===== src/rtl/alu_issue_ctrl_if.sv =====
// rtl/alu_issue_ctrl_if.sv - request, ALU and result signals of alu_issue_ctrl
// Ports (modport master = issue controller, slave = its environment):
//   request : in_valid/in_ready, in_op, in_funct, in_shamt, in_imm, in_rs, in_rt
//   alu     : alu_a, alu_b, alu_aluc out; alu_r, alu_zero/carry/negative/overflow in
//   result  : out_valid/out_ready, out_result, out_flags, out_hi, out_lo,
//             out_hilo_we, out_illegal, out_trap
interface alu_issue_ctrl_if #(
    parameter int XLEN   = 32,
    parameter int ALUC_W = 6
);
    logic              in_valid;
    logic              in_ready;
    logic [5:0]        in_op;
    logic [5:0]        in_funct;
    logic [4:0]        in_shamt;
    logic [15:0]       in_imm;
    logic [XLEN-1:0]   in_rs;
    logic [XLEN-1:0]   in_rt;
    logic [XLEN-1:0]   alu_a;
    logic [XLEN-1:0]   alu_b;
    logic [ALUC_W-1:0] alu_aluc;
    logic [XLEN-1:0]   alu_r;
    logic              alu_zero;
    logic              alu_carry;
    logic              alu_negative;
    logic              alu_overflow;
    logic              out_valid;
    logic              out_ready;
    logic [XLEN-1:0]   out_result;
    logic [3:0]        out_flags;
    logic [XLEN-1:0]   out_hi;
    logic [XLEN-1:0]   out_lo;
    logic              out_hilo_we;
    logic              out_illegal;
    logic              out_trap;

    modport master (
        input  in_valid, in_op, in_funct, in_shamt, in_imm, in_rs, in_rt,
        input  alu_r, alu_zero, alu_carry, alu_negative, alu_overflow,
        input  out_ready,
        output in_ready, alu_a, alu_b, alu_aluc,
        output out_valid, out_result, out_flags, out_hi, out_lo,
        output out_hilo_we, out_illegal, out_trap
    );

    modport slave (
        output in_valid, in_op, in_funct, in_shamt, in_imm, in_rs, in_rt,
        output alu_r, alu_zero, alu_carry, alu_negative, alu_overflow,
        output out_ready,
        input  in_ready, alu_a, alu_b, alu_aluc,
        input  out_valid, out_result, out_flags, out_hi, out_lo,
        input  out_hilo_we, out_illegal, out_trap
    );
endinterface


===== src/rtl/alu_issue_ctrl.sv =====
// rtl/alu_issue_ctrl.sv - MIPS ALU issue controller with iterative MULTU/DIVU
// Ports: clk, rst_n (async active-low), bus (alu_issue_ctrl_if.master).
// Optional: define ALU_TRAP_EN to raise out_trap on signed overflow of add/addi/sub.
module alu_issue_ctrl #(
    parameter int XLEN   = 32,
    parameter int ALUC_W = 6
) (
    input  logic              clk,
    input  logic              rst_n,
    alu_issue_ctrl_if.master  bus
);
    typedef enum logic [2:0] {S_IDLE, S_EXEC, S_MUL, S_DIV, S_OUT} state_t;

    state_t            state_q;
    logic              in_ready_q;
    logic [XLEN-1:0]   alu_a_q, alu_b_q;
    logic [ALUC_W-1:0] aluc_q;
    logic              illegal_q;
    logic [XLEN-1:0]   hi_q, lo_q, mcand_q;
    logic [4:0]        cnt_q;
    logic              out_valid_q, out_hilo_we_q, out_illegal_q;
    logic [XLEN-1:0]   out_result_q, out_hi_q, out_lo_q;
    logic [3:0]        out_flags_q;

    logic              dec_legal, dec_mul, dec_div;
    logic [ALUC_W-1:0] dec_aluc;
    logic [XLEN-1:0]   dec_a, dec_b;
    logic              accept;

    always_comb begin
        dec_legal = 1'b1;
        dec_mul   = 1'b0;
        dec_div   = 1'b0;
        dec_aluc  = '0;
        dec_a     = bus.in_rs;
        dec_b     = bus.in_rt;
        if (bus.in_op == 6'h00) begin
            case (bus.in_funct)
                6'h20: dec_aluc = 6'b000010;
                6'h21: dec_aluc = 6'b000000;
                6'h22: dec_aluc = 6'b000011;
                6'h23: dec_aluc = 6'b000001;
                6'h24: dec_aluc = 6'b000100;
                6'h25: dec_aluc = 6'b000101;
                6'h26: dec_aluc = 6'b000110;
                6'h27: dec_aluc = 6'b000111;
                6'h2A: dec_aluc = 6'b001011;
                6'h2B: dec_aluc = 6'b001010;
                6'h00: begin dec_aluc = 6'b001110; dec_a = {{(XLEN-5){1'b0}}, bus.in_shamt}; end
                6'h02: begin dec_aluc = 6'b001101; dec_a = {{(XLEN-5){1'b0}}, bus.in_shamt}; end
                6'h03: begin dec_aluc = 6'b001100; dec_a = {{(XLEN-5){1'b0}}, bus.in_shamt}; end
                6'h04: begin dec_aluc = 6'b001110; dec_a = {{(XLEN-5){1'b0}}, bus.in_rs[4:0]}; end
                6'h06: begin dec_aluc = 6'b001101; dec_a = {{(XLEN-5){1'b0}}, bus.in_rs[4:0]}; end
                6'h07: begin dec_aluc = 6'b001100; dec_a = {{(XLEN-5){1'b0}}, bus.in_rs[4:0]}; end
                6'h19: begin dec_aluc = 6'b010001; dec_mul = 1'b1; end
                6'h1B: begin dec_aluc = 6'b010000; dec_div = 1'b1; end
                default: dec_legal = 1'b0;
            endcase
        end else begin
            case (bus.in_op)
                6'h08: begin dec_aluc = 6'b000010; dec_b = {{(XLEN-16){bus.in_imm[15]}}, bus.in_imm}; end
                6'h09: begin dec_aluc = 6'b000000; dec_b = {{(XLEN-16){bus.in_imm[15]}}, bus.in_imm}; end
                6'h0A: begin dec_aluc = 6'b001011; dec_b = {{(XLEN-16){bus.in_imm[15]}}, bus.in_imm}; end
                6'h0B: begin dec_aluc = 6'b001010; dec_b = {{(XLEN-16){bus.in_imm[15]}}, bus.in_imm}; end
                6'h0C: begin dec_aluc = 6'b000100; dec_b = {{(XLEN-16){1'b0}}, bus.in_imm}; end
                6'h0D: begin dec_aluc = 6'b000101; dec_b = {{(XLEN-16){1'b0}}, bus.in_imm}; end
                6'h0E: begin dec_aluc = 6'b000110; dec_b = {{(XLEN-16){1'b0}}, bus.in_imm}; end
                6'h0F: begin dec_aluc = 6'b001000; dec_b = {{(XLEN-16){1'b0}}, bus.in_imm}; dec_a = '0; end
                default: dec_legal = 1'b0;
            endcase
        end
    end

    assign accept = in_ready_q & bus.in_valid;

    // Shift-add step: {hi,lo} holds {partial sum, remaining multiplier bits}.
    logic [XLEN:0]   mul_sum;
    logic [XLEN-1:0] mul_hi_nx, mul_lo_nx;
    assign mul_sum   = {1'b0, hi_q} + (lo_q[0] ? {1'b0, mcand_q} : '0);
    assign mul_hi_nx = mul_sum[XLEN:1];
    assign mul_lo_nx = {mul_sum[0], lo_q[XLEN-1:1]};

    // Restoring step: hi = partial remainder, lo = dividend shifting into quotient.
    // A zero divisor always "fits", giving an all-ones quotient and remainder = rs.
    logic [XLEN:0]   div_sh;
    logic            div_ge;
    logic [XLEN-1:0] div_hi_nx, div_lo_nx;
    assign div_sh    = {hi_q, lo_q[XLEN-1]};
    assign div_ge    = div_sh >= {1'b0, mcand_q};
    assign div_hi_nx = div_ge ? (div_sh[XLEN-1:0] - mcand_q) : div_sh[XLEN-1:0];
    assign div_lo_nx = {lo_q[XLEN-2:0], div_ge};

`ifdef ALU_TRAP_EN
    logic trap_op_q, trap_sub_q, out_trap_q;
    logic dec_trap_op, dec_sub, ovf;
    assign dec_sub     = (bus.in_op == 6'h00) && (bus.in_funct == 6'h22);
    assign dec_trap_op = ((bus.in_op == 6'h00) && (bus.in_funct == 6'h20)) || dec_sub
                         || (bus.in_op == 6'h08);
    assign ovf = (alu_a_q[XLEN-1] == (alu_b_q[XLEN-1] ^ trap_sub_q))
                 && (bus.alu_r[XLEN-1] != alu_a_q[XLEN-1]);
    assign bus.out_trap = out_trap_q;
`else
    assign bus.out_trap = 1'b0;
`endif

    always_ff @(posedge clk or negedge rst_n) begin
        if (!rst_n) begin
            state_q       <= S_IDLE;
            in_ready_q    <= 1'b0;
            alu_a_q       <= '0;
            alu_b_q       <= '0;
            aluc_q        <= '0;
            illegal_q     <= 1'b0;
            hi_q          <= '0;
            lo_q          <= '0;
            mcand_q       <= '0;
            cnt_q         <= '0;
            out_valid_q   <= 1'b0;
            out_hilo_we_q <= 1'b0;
            out_illegal_q <= 1'b0;
            out_result_q  <= '0;
            out_hi_q      <= '0;
            out_lo_q      <= '0;
            out_flags_q   <= '0;
`ifdef ALU_TRAP_EN
            trap_op_q     <= 1'b0;
            trap_sub_q    <= 1'b0;
            out_trap_q    <= 1'b0;
`endif
        end else begin
            case (state_q)
                S_IDLE: begin
                    if (accept) begin
                        in_ready_q <= 1'b0;
                        illegal_q  <= ~dec_legal;
                        cnt_q      <= '0;
                        // Illegal requests leave the ALU ports as they were.
                        if (dec_legal) begin
                            alu_a_q <= dec_a;
                            alu_b_q <= dec_b;
                            aluc_q  <= dec_aluc;
                        end
`ifdef ALU_TRAP_EN
                        trap_op_q  <= dec_trap_op;
                        trap_sub_q <= dec_sub;
`endif
                        if (dec_mul) begin
                            hi_q <= '0; lo_q <= bus.in_rt; mcand_q <= bus.in_rs;
                            state_q <= S_MUL;
                        end else if (dec_div) begin
                            hi_q <= '0; lo_q <= bus.in_rs; mcand_q <= bus.in_rt;
                            state_q <= S_DIV;
                        end else begin
                            state_q <= S_EXEC;
                        end
                    end else begin
                        // Also raises ready on the first edge after reset release.
                        in_ready_q <= 1'b1;
                    end
                end
                S_EXEC: begin
                    out_valid_q   <= 1'b1;
                    out_hilo_we_q <= 1'b0;
                    out_hi_q      <= '0;
                    out_lo_q      <= '0;
                    out_illegal_q <= illegal_q;
                    if (illegal_q) begin
                        out_result_q <= '0;
                        out_flags_q  <= '0;
                    end else begin
                        out_result_q <= bus.alu_r;
                        out_flags_q  <= {bus.alu_overflow, bus.alu_negative,
                                         bus.alu_carry, bus.alu_zero};
                    end
`ifdef ALU_TRAP_EN
                    out_trap_q <= ~illegal_q & trap_op_q & ovf;
`endif
                    state_q <= S_OUT;
                end
                S_MUL, S_DIV: begin
                    hi_q  <= (state_q == S_MUL) ? mul_hi_nx : div_hi_nx;
                    lo_q  <= (state_q == S_MUL) ? mul_lo_nx : div_lo_nx;
                    cnt_q <= cnt_q + 5'd1;
                    if (cnt_q == 5'd31) begin
                        out_valid_q   <= 1'b1;
                        out_hilo_we_q <= 1'b1;
                        out_illegal_q <= 1'b0;
                        out_flags_q   <= '0;
                        out_hi_q      <= (state_q == S_MUL) ? mul_hi_nx : div_hi_nx;
                        out_lo_q      <= (state_q == S_MUL) ? mul_lo_nx : div_lo_nx;
                        out_result_q  <= (state_q == S_MUL) ? mul_lo_nx : div_lo_nx;
                        state_q       <= S_OUT;
                    end
                end
                S_OUT: begin
                    if (bus.out_ready) begin
                        out_valid_q <= 1'b0;
`ifdef ALU_TRAP_EN
                        out_trap_q  <= 1'b0;
`endif
                        in_ready_q  <= 1'b1;
                        state_q     <= S_IDLE;
                    end
                end
                default: state_q <= S_IDLE;
            endcase
        end
    end

    assign bus.in_ready    = in_ready_q;
    assign bus.alu_a       = alu_a_q;
    assign bus.alu_b       = alu_b_q;
    assign bus.alu_aluc    = aluc_q;
    assign bus.out_valid   = out_valid_q;
    assign bus.out_result  = out_result_q;
    assign bus.out_flags   = out_flags_q;
    assign bus.out_hi      = out_hi_q;
    assign bus.out_lo      = out_lo_q;
    assign bus.out_hilo_we = out_hilo_we_q;
    assign bus.out_illegal = out_illegal_q;
endmodule


===== src/flat_wrapper.sv =====
// flat-port wrapper written by rule: the top's interface ports become plain ports
module alu_issue_ctrl_flat 
#(
    parameter int XLEN   = 32,
    parameter int ALUC_W = 6
)
  (clk, rst_n, bus_in_valid, bus_in_op, bus_in_funct, bus_in_shamt, bus_in_imm, bus_in_rs, bus_in_rt, bus_alu_r, bus_alu_zero, bus_alu_carry, bus_alu_negative, bus_alu_overflow, bus_out_ready, bus_in_ready, bus_alu_a, bus_alu_b, bus_alu_aluc, bus_out_valid, bus_out_result, bus_out_flags, bus_out_hi, bus_out_lo, bus_out_hilo_we, bus_out_illegal, bus_out_trap);
  alu_issue_ctrl_if #(.XLEN(XLEN), .ALUC_W(ALUC_W)) bus_i ();
  input  logic clk;
  input  logic rst_n;
  input wire logic [$bits(bus_i.in_valid)-1:0] bus_in_valid;
  input wire logic [$bits(bus_i.in_op)-1:0] bus_in_op;
  input wire logic [$bits(bus_i.in_funct)-1:0] bus_in_funct;
  input wire logic [$bits(bus_i.in_shamt)-1:0] bus_in_shamt;
  input wire logic [$bits(bus_i.in_imm)-1:0] bus_in_imm;
  input wire logic [$bits(bus_i.in_rs)-1:0] bus_in_rs;
  input wire logic [$bits(bus_i.in_rt)-1:0] bus_in_rt;
  input wire logic [$bits(bus_i.alu_r)-1:0] bus_alu_r;
  input wire logic [$bits(bus_i.alu_zero)-1:0] bus_alu_zero;
  input wire logic [$bits(bus_i.alu_carry)-1:0] bus_alu_carry;
  input wire logic [$bits(bus_i.alu_negative)-1:0] bus_alu_negative;
  input wire logic [$bits(bus_i.alu_overflow)-1:0] bus_alu_overflow;
  input wire logic [$bits(bus_i.out_ready)-1:0] bus_out_ready;
  output wire logic [$bits(bus_i.in_ready)-1:0] bus_in_ready;
  output wire logic [$bits(bus_i.alu_a)-1:0] bus_alu_a;
  output wire logic [$bits(bus_i.alu_b)-1:0] bus_alu_b;
  output wire logic [$bits(bus_i.alu_aluc)-1:0] bus_alu_aluc;
  output wire logic [$bits(bus_i.out_valid)-1:0] bus_out_valid;
  output wire logic [$bits(bus_i.out_result)-1:0] bus_out_result;
  output wire logic [$bits(bus_i.out_flags)-1:0] bus_out_flags;
  output wire logic [$bits(bus_i.out_hi)-1:0] bus_out_hi;
  output wire logic [$bits(bus_i.out_lo)-1:0] bus_out_lo;
  output wire logic [$bits(bus_i.out_hilo_we)-1:0] bus_out_hilo_we;
  output wire logic [$bits(bus_i.out_illegal)-1:0] bus_out_illegal;
  output wire logic [$bits(bus_i.out_trap)-1:0] bus_out_trap;
  assign bus_i.in_valid = bus_in_valid;
  assign bus_i.in_op = bus_in_op;
  assign bus_i.in_funct = bus_in_funct;
  assign bus_i.in_shamt = bus_in_shamt;
  assign bus_i.in_imm = bus_in_imm;
  assign bus_i.in_rs = bus_in_rs;
  assign bus_i.in_rt = bus_in_rt;
  assign bus_i.alu_r = bus_alu_r;
  assign bus_i.alu_zero = bus_alu_zero;
  assign bus_i.alu_carry = bus_alu_carry;
  assign bus_i.alu_negative = bus_alu_negative;
  assign bus_i.alu_overflow = bus_alu_overflow;
  assign bus_i.out_ready = bus_out_ready;
  assign bus_in_ready = bus_i.in_ready;
  assign bus_alu_a = bus_i.alu_a;
  assign bus_alu_b = bus_i.alu_b;
  assign bus_alu_aluc = bus_i.alu_aluc;
  assign bus_out_valid = bus_i.out_valid;
  assign bus_out_result = bus_i.out_result;
  assign bus_out_flags = bus_i.out_flags;
  assign bus_out_hi = bus_i.out_hi;
  assign bus_out_lo = bus_i.out_lo;
  assign bus_out_hilo_we = bus_i.out_hilo_we;
  assign bus_out_illegal = bus_i.out_illegal;
  assign bus_out_trap = bus_i.out_trap;
  alu_issue_ctrl #(.XLEN(XLEN), .ALUC_W(ALUC_W)) u_core (.clk(clk), .rst_n(rst_n), .bus(bus_i));
endmodule

===== config.mk =====
export PLATFORM = sky130hd
export DESIGN_NAME = alu_issue_ctrl_flat
export DESIGN_NICKNAME = d
export VERILOG_FILES = /design/src/rtl/alu_issue_ctrl_if.sv /design/src/rtl/alu_issue_ctrl.sv /design/src/flat_wrapper.sv
export SDC_FILE = /design/constraint.sdc
export NUM_CORES = 1
export LEC_CHECK = 0
export ABC_AREA = 1
export CORE_UTILIZATION = 40
export CTS_BUF_LIST = sky130_fd_sc_hd__clkbuf_8
export DETAILED_ROUTE_END_ITERATION = 10
export GPL_ROUTABILITY_DRIVEN = 0
export GPL_TIMING_DRIVEN = 0
export PLACE_DENSITY_LB_ADDON = 0.25
export SKIP_CTS_REPAIR_TIMING = 1
export SYNTH_ARGS = -nofsm -noshare
export SYNTH_HDL_FRONTEND = slang
export SYNTH_SLANG_ARGS = --single-unit

===== constraint.sdc =====
create_clock -name clk -period 3.9 [get_ports clk]
set_clock_uncertainty 0.2 [all_clocks]
set_input_delay 0.78 -clock clk [delete_from_list [all_inputs] [get_ports clk]]
set_output_delay 0.78 -clock clk [all_outputs]
set_load 0.01 [all_outputs]

==> metrics.yaml <==
leakagePower_nw: 12.3
drc: 0
cts_sinks: 278
rows: 78
grt_pass1_wl_mm: 112
crit_path_top_delay_cell: "dfrtp_1"
syn_inst: 2802
ys_seq_area_share_pct: 37.7
drive_gt1_share_pct: 5.22
ir_worst_vdd_mv: 0.480
p_clk_share_pct: 25.5
crit_arrival_ns: 4.10
finalCritPeriodShare_pct: 95.1
area_delta_synth_final_pct: 26.8
synth_top_area_cell: "dfrtp_1"
dp_hpwl_mm: 58.3
cp-end-kind: "flop"
synth_simple_gate_area_share_pct: 32.3
p_sw_share_pct: 37.2
synth_compound_area_share_pct: 13.4
rsz0062_at_grt: "no"
grt_overflow: 0
synth_mux_area_share_pct: 0
clk_latency_ns: 0.69
synth_cell_types: 46
core_sq_um: 45400
critical_path.max_stage_delay_ns: 0.58
hold_class: "reg -> reg"
die_h_um: 217
ant_nets: 0
async_reset_ff_share_pct: 100
path_cells: "buf_2, nand2_1, inv_1, ha_1, inv_1, fa_1, inv_1, nand3_1, nand3_1, nand2_1, nand2_1, nand3_1, nand3_1, nand2_1, nand2_1, nand2_1, inv_1, nand3_1, nand2_1"
dieArea_sq_um: 46900
first_global_vias: 20018
ys_top_cells_by_count: "938 x nand2_1, 400 x inv_1, 278 x dfrtp_1, 278 x nor2_1, 242 x o21ai_0"
vias: 20316
required_ns: 4.29
seqPwrFrac_pct: 36.4
synthAdderAreaFrac_pct: 4.70
finalSetupViolCount: 0
vias_per_cell: 5.34
grt_antenna_before_repair: 2
synth_top_family_by_area: "simple AND/OR/NAND/NOR gates"
netlist_area_sq_um: 18400
io_buffers: 309
worst_slack_ns: 0.193
dp_slack_ns: 0.00642
die_x_um: 217
drt_first_pass_iters: 5
p_comb_share_pct: 38.1
drt_wl_total_mm: 73.0
internal-power_w: 0.00710
nets: 3371
synth.avg_cell_area_sq_um: 6.58
grt_start_max_net_pins: 104
slew_violations: 0
cts_root_buffer: "clkbuf_8"
ys_warn_count: 0
netlist.area_leader.share_pct: 37.7
wl_per_cell_um: 19.2
clk_pin_slew_ns: 0.06
synth_area_leaders: "dfrtp_1 38%, nand2_1 19%, inv_1 8.1%, o21ai_0 6.6%, nor2_1 5.7%"
synth_xor_area_share_pct: 0.808
period_minus_slack_ns: 3.71
io_pins: 312
synth_edf_count: 0
ys.flop_type: "dfrtp_1"
place_inst: 3714
cpMostUsedCell: "nand2_1"
track_usage_pct: 31.1
p_per_area_nw_per_um2: 484
crit_path_start_kind: "flop"
worstMarginPinSlew_ns: 0.947
path_class: "reg -> reg"
synth.most_common_cell: "nand2_1"
drt_iter0_markers: 1800
maxSlewHeadroom_pct: 36.9
hold_viol: 0
htree_levels: 2
drv_cap: 0
power_switching_w: 0.00420
fin_setup_tns_ns: 0
initial_core_util_pct: 40.6
clk_path_buf_depth: 3
outcome: "complete, no violations"
crit_fanout: 10
cts_buffers: 50
stdcell_count: 3802
cts_tree: "done"
clock.fmax_ghz: 0.270
yosys_register_bits: 278
## metrics by stage
step / power, W / area (sq um) / utilization (%) / hold WS (ns)
4_1_cts: 0.0113 / 23400 / 51.5 / -0.110
2_1_floorplan: 0.00597 / 18400 / - / 0.253
5_1_grt: 0.0119 / 23400 / 51.5 / 0.303
3_5_place_dp: 0.00842 / 22300 / 49.2 / 0.265
6_report: 0.0113 / 23400 / 51.5 / 0.275
3_3_place_gp: 0.00835 / 22300 / 49.1 / 0.263
## routing by layer
layer	wire, um	vias to the layer above	global-route usage (%)	share of wire (%)
li1	-	9566	-	-
met1	28400	9481	37.8	39
met2	33800	1059	51.2	46
met3	7150	206	6.76	9.8
met4	3720	4	16.7	5.1
met5	27	-	0	0.037
## cell usage in the layout (no fill, tap or decap), types with 3 or more instances in the layout
cell and n:
clkbuf_8 59, and2_1 4, nor3_2 6, nand2_1 938, inv_1 416, o21ai_0 242, buf_1 7, nand4_1 40
buf_4 12, o21ai_1 29, o211ai_1 3, a31oi_1 4, buf_2 27, nand3_1 138, nand3b_1 5, nor2_1 278
inv_2 12, xnor2_1 16, o21bai_1 12, o22ai_1 31, ha_1 66, nor3_1 13, nor2_4 3, clkdlybuf4s50_1 308
buf_6 3, nand2_2 9, a21oi_1 133, clkinv_2 7, nand3_2 9, nor2_2 6, dfrtp_1 278, clkbuf_1 54
## layout make-up
type / instances / area, sq um
fillers: 4527 / 22000
flip-flops and latches: 278 / 6960
clock buffers: 59 / 812
repair buffers: 312 / 3160
inverters: 413 / 1550
plain buffers: 103 / 488
multi-input cells: 2008 / 9430
diodes: 1 / 2.50
clock inverters: 28 / 208
well taps: 600 / 751
## critical path: cells and delay by family, from the launching register on
kind / cells / cell delay [ns]
fa+ha+maj: 2 / 0.66
buf+inv: 5 / 0.85
flops: 1 / 0.58
simple gates: 12 / 1.33
## sequential cells by signal, indices dropped and copies added (netlist names), 3 cells and up
signal and count:
u_core.bus.alu_a 32, u_core.bus.alu_aluc 5, u_core.bus.alu_b 32, u_core.bus.out_flags 4, u_core.bus.out_hi 32, u_core.bus.out_lo 32, u_core.bus.out_result 32, u_core.cnt_q 5
u_core.hi_q 32, u_core.lo_q 32, u_core.mcand_q 32, u_core.state_q 3
## power groups by stage
stage | Clock (W) | Sequential, W | Combinational (W)
final | 0.00289 | 0.00411 | 0.00430
after global routing | 0.00305 | 0.00419 | 0.00469
after CTS | 0.00293 | 0.00410 | 0.00432
after detailed placement | 0 | 0.00412 | 0.00430
after global placement | 0 | 0.00411 | 0.00423
after floorplan | 0 | 0.00439 | 0.00158
## kinds of logic (layout without fill, tap and decap cells)
| logic type | Yosys count | after routing |
|---|---|---|
| AO/OA/AOI/OAI | 468 | 468 |
| XOR/XNOR | 17 | 17 |
| adder cells (fa/ha/maj) | 68 | 68 |
| buffers and inverters | 517 | 915 |
| flip-flops | 278 | 278 |
| other | 1 | 3 |
| AND/OR/NAND/NOR | 1453 | 1453 |
## worst paths after layout
path / slack (ns) / cells past startpoint / to / startpoint
worst max-delay path: 0.19 / 19 / u_core.bus.out_hi[31] / u_core.lo_q[0]
worst min-delay path: 0.28 / 2 / u_core.bus.out_hi[24] / u_core.bus.out_hi[24]
worst max register to register: 0.19 / 19 / u_core.bus.out_hi[31] / u_core.lo_q[0]
worst min register to register: 0.28 / 2 / u_core.bus.out_hi[24] / u_core.bus.out_hi[24]
max in group asynchronous: 2.04 / 3 / u_core.lo_q[16] / rst_n
min in group asynchronous: 0.48 / 2 / u_core.hi_q[11] / rst_n
(Power assumes the default switching activity.)
